## config.mk

```make
export PLATFORM = sky130hd
export DESIGN_NAME = intdiv_recon
export DESIGN_NICKNAME = d
export VERILOG_FILES = /design/src/rtl/intdiv_recon.sv
export SDC_FILE = /design/constraint.sdc
export NUM_CORES = 1
export LEC_CHECK = 0
export BUFFER_PORTS_ARGS = -buffer_cell sky130_fd_sc_hd__buf_2
export CORE_MARGIN = 4
export CORE_UTILIZATION = 57
export DETAILED_ROUTE_END_ITERATION = 10
export PLACE_DENSITY = 0.79
export SKIP_LAST_GASP = 1
export SLEW_MARGIN = 20
export SYNTH_ARGS = -nofsm -noshare
export SYNTH_HDL_FRONTEND = slang
export SYNTH_SLANG_ARGS = --single-unit
export TNS_END_PERCENT = 30
```

## constraint.sdc

```tcl
create_clock -name clk -period 2.73 [get_ports clk]
set_input_delay 0.1365 -clock clk [delete_from_list [all_inputs] [get_ports clk]]
set_output_delay 0.1365 -clock clk [all_outputs]
set_load 0.03 [all_outputs]
```

## src/rtl/intdiv_recon.sv

```systemverilog
// Integer division check: rebuilds the dividend x = z*y + r from quotient,
// divisor and remainder with a serial radix-2 Booth multiplier and a final add.
module intdiv_recon #(
    parameter int N = 4
) (
    input  logic           clk,
    input  logic           rst,
    input  logic           start,
    input  logic [N-1:0]   z,
    input  logic [N-1:0]   y,
    input  logic [N-1:0]   r,
    output logic [2*N-1:0] x,
    output logic           ovf,
    output logic           busy,
    output logic           done
);

    localparam int CW = $clog2(N + 1);

    typedef enum logic [1:0] {
        IDLE = 2'd0,
        MUL  = 2'd1,
        ADD  = 2'd2,
        DONE = 2'd3
    } state_t;

    state_t         state_r;
    state_t         state_s;
    logic [2*N:0]   acc_r;
    logic           qm1_r;
    logic [N-1:0]   y_r;
    logic [N-1:0]   r_r;
    logic [CW-1:0]  cnt_r;
    logic           accept_s;
    logic           busy_s;
    logic           done_s;
    logic [2*N-1:0] sum_s;

    // One Booth step: the upper field is N+1 bits wide so that subtracting
    // -2^(N-1) can never wrap, then the whole accumulator shifts arithmetically.
    function automatic logic [2*N:0] booth_step(input logic [2*N:0] acc,
                                                input logic         qm1,
                                                input logic [N-1:0] md);
        logic [N:0] hi;
        logic [N:0] md_ext;
        hi     = acc[2*N:N];
        md_ext = {md[N-1], md};
        case ({acc[0], qm1})
            2'b01:   hi = hi + md_ext;
            2'b10:   hi = hi - md_ext;
            default: hi = hi;
        endcase
        return {hi[N], hi, acc[N-1:1]};
    endfunction

    // Result does not fit in N signed bits when the top N+1 bits disagree.
    function automatic logic ovf_of(input logic [2*N-1:0] v);
        logic [N:0] top;
        top = v[2*N-1:N-1];
        return !((&top) || (~|top));
    endfunction

    assign sum_s = acc_r[2*N-1:0] + {{N{r_r[N-1]}}, r_r};

    // State register with asynchronous reset.
    always_ff @(posedge clk or posedge rst) begin
        if (rst) begin
            state_r <= IDLE;
        end else begin
            state_r <= state_s;
        end
    end

    // Next-state decode and next values of the status outputs.
    always_comb begin
        state_s  = state_r;
        accept_s = 1'b0;
        case (state_r)
            IDLE: begin
                if (start) begin
                    accept_s = 1'b1;
                    state_s  = MUL;
                end else begin
                    state_s  = IDLE;
                end
            end
            MUL: begin
                if (cnt_r == CW'(N - 1)) begin
                    state_s = ADD;
                end else begin
                    state_s = MUL;
                end
            end
            ADD: begin
                state_s = DONE;
            end
            DONE: begin
                if (start) begin
                    accept_s = 1'b1;
                    state_s  = MUL;
                end else begin
                    state_s  = IDLE;
                end
            end
            default: begin
                state_s = IDLE;
            end
        endcase
        busy_s = (state_s == MUL) || (state_s == ADD);
        done_s = (state_s == DONE);
    end

    // Registered status outputs, aligned with the state they describe.
    always_ff @(posedge clk or posedge rst) begin
        if (rst) begin
            busy <= 1'b0;
            done <= 1'b0;
        end else begin
            busy <= busy_s;
            done <= done_s;
        end
    end

    // Datapath: operand capture, Booth iterations, final add into x/ovf.
    always_ff @(posedge clk or posedge rst) begin
        if (rst) begin
            acc_r <= {(2*N+1){1'b0}};
            qm1_r <= 1'b0;
            y_r   <= {N{1'b0}};
            r_r   <= {N{1'b0}};
            cnt_r <= {CW{1'b0}};
            x     <= {(2*N){1'b0}};
            ovf   <= 1'b0;
        end else if (accept_s) begin
            // Multiplier goes in the low field; upper field starts at zero.
            acc_r <= {{(N+1){1'b0}}, z};
            qm1_r <= 1'b0;
            y_r   <= y;
            r_r   <= r;
            cnt_r <= {CW{1'b0}};
        end else begin
            case (state_r)
                MUL: begin
                    acc_r <= booth_step(acc_r, qm1_r, y_r);
                    qm1_r <= acc_r[0];
                    cnt_r <= cnt_r + CW'(1);
                end
                ADD: begin
                    x   <= sum_s;
                    ovf <= ovf_of(sum_s);
                end
                default: begin
                    acc_r <= acc_r;
                end
            endcase
        end
    end

endmodule

```

# Word-level counts from Yosys, hierarchy flattened
# Index checks and enable logic that the tools add are counted.
# word_totals
regBits	34
inputBits	15
out_inout_bits	11
wordCells	46
# classes
n_addsub	4
eq_ne	9
n_mux	12
n_bitwise	1
n_reduce_logical	10
# op_table
cell	n
$mux W9	2
$eq A2 B2 Y1 const B	5
$pmux W5 S2	1
$add A8 B8 Y8	1
$eq A2 B1 Y1 const B	3
$mux W3	2
$pmux W2 S3	1
$add A5 B5 Y5	1
$mux W1	5
$reduce_and A5 Y1	1
$reduce_or A5 Y1	1
$sub A5 B5 Y5	1
$add A3 B1 Y3 const B	1
$eq A3 B2 Y1 const B	1
$logic_not A1 Y1	2
$logic_not A2 Y1	1
$logic_or A1 B1 Y1	2
$mux W2	1
$reduce_and A2 Y1	1
$reduce_bool A2 Y1	1
$reduce_or A2 Y1	1
$not A1 Y1	1

# Logic depth before layout (Yosys ltp)
# depth
word_depth	5
ltp_mapped	11
depth_no_buf	11

# Worst setup path after synthesis
# OpenSTA, ideal clock, no wires.
# synth_path
kind	flip-flop to flip-flop
startpoint	register qm1_r
endpoint	register acc_r[7]
setup_time_ns	0.132
arrival_ns	2.206
required_ns	2.598
slack_ns	0.392
path_stages_with_launch	11
path_buffers	0
synth_period_minus_slack_ns	2.338
path_cell_list	dfrtp_1 inv_1 ha_1 mux2_2 fa_1 nor2b_1 o21ai_0 a211oi_1 and4bb_1 xnor2_1 nor2_1
# synth_between
elab_chain_cells	4
word_cells_on_any_way	5
classes_between	eq/ne (2); mux (3)
# synth_lines
item	line_no	text
from (decl)	30	logic qm1_r;
from (signal assigned)	145	qm1_r <= acc_r[0];
$eq A2 B2 Y1 / $eq A2 B1 Y1 (equally long branches)	48	case ({acc[0], qm1})
$pmux W5 S2 *	48	
$mux W9 *	142	case (state_r)
$mux W9 *	134	end else if (accept_s) begin
to (signal assigned)	136	acc_r <= {{(N+1){1'b0}}, z};
to (signal assigned)	144	acc_r <= booth_step(acc_r, qm1_r, y_r);
to (signal assigned)	153	acc_r <= acc_r;
to (decl)	29	logic [2*N:0] acc_r;
# Mark *: on every way between the ends. The rest lies on a longest branch, timed or not. The select of a mux whose other input is x is not followed.
# A chain may end at the register's enable or synchronous reset.

# Worst setup path after layout
# Same ends and word-level chain as after synthesis.

==> reports/metrics.csv <==
stage;metric;value;unit
floorplanning;io_pins;26;
detailed_routing;drc;0;
cts;max-clock-path-buffers;2;
synth;synthArstFlopShare;100;%
cts;cts.sinks;33;
floorplanning;core;3390;µm²
cts;clk_pin_slew;0.11;ns
synth;synthCells;212;
timing;finalMaxSlewViolations;0;
layout;nNetsFinal;280;
place;dpl.hpwl;2.66;mm
cts;cts_tree;yes;
timing;slew-limit-headroom;44.9;%
worst_setup_path;critPathLaunchType;flip-flop;
grt;grt_pass1_vias;1514;
layout;diodes;0;
timing;hold_ws;-0.000175;ns
synth;yosys_warnings;0;
grt;grt.total_usage;18.9;%
synth;synth_ff_type;dfrtp_1;
synth;ys_seq_area_share;40.7;%
synth;synth-seq-cells;33;
synth;ys_types;37;
outcome;violations;hold timing;
flow_run;max_cap_viol_count;0;
detailed_routing;antenna_left;0;
timing;totalNegativeSetupSlack;0;ns
timing;worst_pin_slew;0.827;ns
grt;grt_start_max_net_pins;34;
floorplanning;row_count;21;
detailed_routing;drtIter0Drc;58;
worst_setup_path;cp_cell_sequence;inv_1 -> ha_1 -> mux2_2 -> fa_1 -> nor2b_1 -> o21ai_0 -> a211oi_1 -> and4bb_1 -> xnor2_1 -> nor2_1;
outcome;status;finished with violations;
detailed_routing;post_drt_wl_per_cell;12.7;µm
hold_path;hold_class;input port to flip-flop;
timing;finalSetupViolCount;0;
grt;grt_pass1_wl;6.38;mm
timing;skew;0.0184;ns
synth;synth_edf_count;0;
worst_setup_path;worstPathMaxFanout;5;
synth;synth.avg_cell_area;9.56;µm²
layout;syn2layout_area_growth;14.5;%
worst_setup_path;endpoint_kind;flip-flop;
place;gp_congestion;0.813;
timing;final_min_period_over_clock_period;92.1;%
floorplanning;die_y;67.6;µm
floorplanning;fp.dieW;67.6;µm
cts;insertion_delay;0.34;ns
synth;syn_area;2030;µm²
timing;rsz0062_at_grt;false;
worst_setup_path;critical_path_required;2.93;ns
detailed_routing;vias_per_cell;5.37;
cts;cts.htree.levels;2;
cts;cts-root-buf;clkbuf_4;
cts;cts_buffers;5;
place;portBuffers;25;
synth;syn_nets;246;
grt;antenna_found_initial;0;
floorplanning;fp.dieArea;4570;µm²
detailed_routing;dr_total_vias;1564;
worst_setup_path;crit_slowest_cell;fa_1;
detailed_routing;first_pass_iters;4;
detailed_routing;drt-total-wl;3.71;mm
timing;min_period;2.52;ns
floorplanning;start_util;59.8;%
cts;cts-resized-gates;0;
grt;overflow;0;
worst_setup_path;arrival;2.72;ns
worst_setup_path;max_stage_delay;0.41;ns
worst_setup_path;crit_type;flip-flop to flip-flop;
layout;drive_above_1_share;18.8;%
timing;hold_viol;1;
timing;clock.fmax;398;MHz
## worst max-delay path: cells and delay by family, from the launching register on
kind | cells | cell delay [ns]
xor+xnor | 1 | 0.13
mux | 1 | 0.39
buf+inv | 1 | 0.06
fa+ha+maj | 2 | 0.64
simple gates | 3 | 0.44
flops | 1 | 0.38
compound gates | 2 | 0.35
## layout make-up
class	instances	area, µm²
clock buffer	5	37.5
clock inverter	1	5.00
fill	280	1070
inverter	20	75.1
multi-input combinational	150	1090
sequential	33	826
tap	46	57.6
timing repair buffer	36	230
## stage by stage
step | cell area (µm²) | hold WS (ns) | utilization, % | cells | worst slack, ns
2_1_floorplan | 2030 | 0.242 | - | 212 | 0.392
3_3_place_gp | 2190 | 0.237 | 64.6 | 276 | 0.296
3_5_place_dp | 2190 | 0.240 | 64.6 | 276 | 0.223
4_1_cts | 2320 | 0.0000562 | 68.5 | 291 | 0.228
5_1_grt | 2320 | 0.0000178 | 68.5 | 291 | 0.0893
6_report | 2320 | -0.000175 | 68.5 | 291 | 0.215
## placed cells by master (no fill, tap or decap), types with 4 or more instances in the layout
master,Yosys,final
a21oi_1,9,9
buf_2,2,25
clkbuf_4,0,5
dfrtp_1,33,33
dlygate4sd3_1,0,9
ha_1,17,17
inv_1,19,19
mux2_2,7,7
mux2i_1,10,10
nand2_1,27,27
nor2_1,18,18
nor3_1,4,4
o21ai_0,13,13
xnor2_1,8,8
## registers in the layout, indices dropped and copies added, names as in the netlist
name	count
acc_r	8
x	8
r_r	4
y_r	4
cnt_r	3
state_r	2
busy	1
done	1
ovf	1
qm1_r	1
## worst paths after layout
path,from,endpoint,slack (ns),depth (start not counted)
hold reg to reg,r_r[0],r_r[0],0.49,2
setup / recovery,qm1_r,acc_r[7],0.21,10
hold / removal,z[2],acc_r[2],-0.0002,3
min in group asynchronous,rst,x[5],0.41,4
max in group asynchronous,rst,y_r[3],2.01,4
setup reg to reg,qm1_r,acc_r[7],0.21,10
## cells by family after synthesis
| group | share of synthesized area [%] |
|---|---|
| AOI/OAI and AO/OA | 13.6 |
| xor gates and xnor gates | 4.75 |
| adders and majority gates | 12.5 |
| buffers and inverters | 5.49 |
| DFF | 40.7 |
| muxes | 8.83 |
| and+or+nand+nor | 14.1 |
## cell usage after synthesis (2+ instances only)
cell type  number  area share [%]
nor3_1          4            0.99
xnor2_1         8             3.5
and2_1          2            0.62
ha_1           17              10
or3_1           2            0.62
nor2_1         18             3.3
mux2i_1        10             4.9
o21ai_0        13             3.2
o211ai_1        3             1.1
a31oi_1         2            0.62
o31a_1          2            0.86
a211oi_1        3             1.1
inv_1          19             3.5
dfrtp_1        33              41
nor2b_1         3            0.93
mux2_2          7             3.9
fa_1            2             2.0
a21o_1          2            0.74
buf_2           2            0.49
nand2_1        27             5.0
clkbuf_1        7             1.3
a21oi_1         9             2.2
xor2_1          3             1.3
## what timing repair did
item | in CTS | in global routing
buffers inserted | 0 | 0
endpoints found under the hold margin | 41 | 0
endpoints found under the setup margin | 0 | 0
hold buffers | 9 | 0
## layer usage
metal / up-vias / part of all wire (%) / global-route usage (%)
met5: - / 0 / 0
met4: 0 / 2.2 / 9.87
met3: 8 / 3.9 / 4.33
met2: 36 / 48 / 31.1
met1: 734 / 46 / 22.8
li1: 786 / - / -
Power is left out: the tool's default activity adds up to more than one toggle a clock period on the data nets, which glitch-free logic cannot reach.
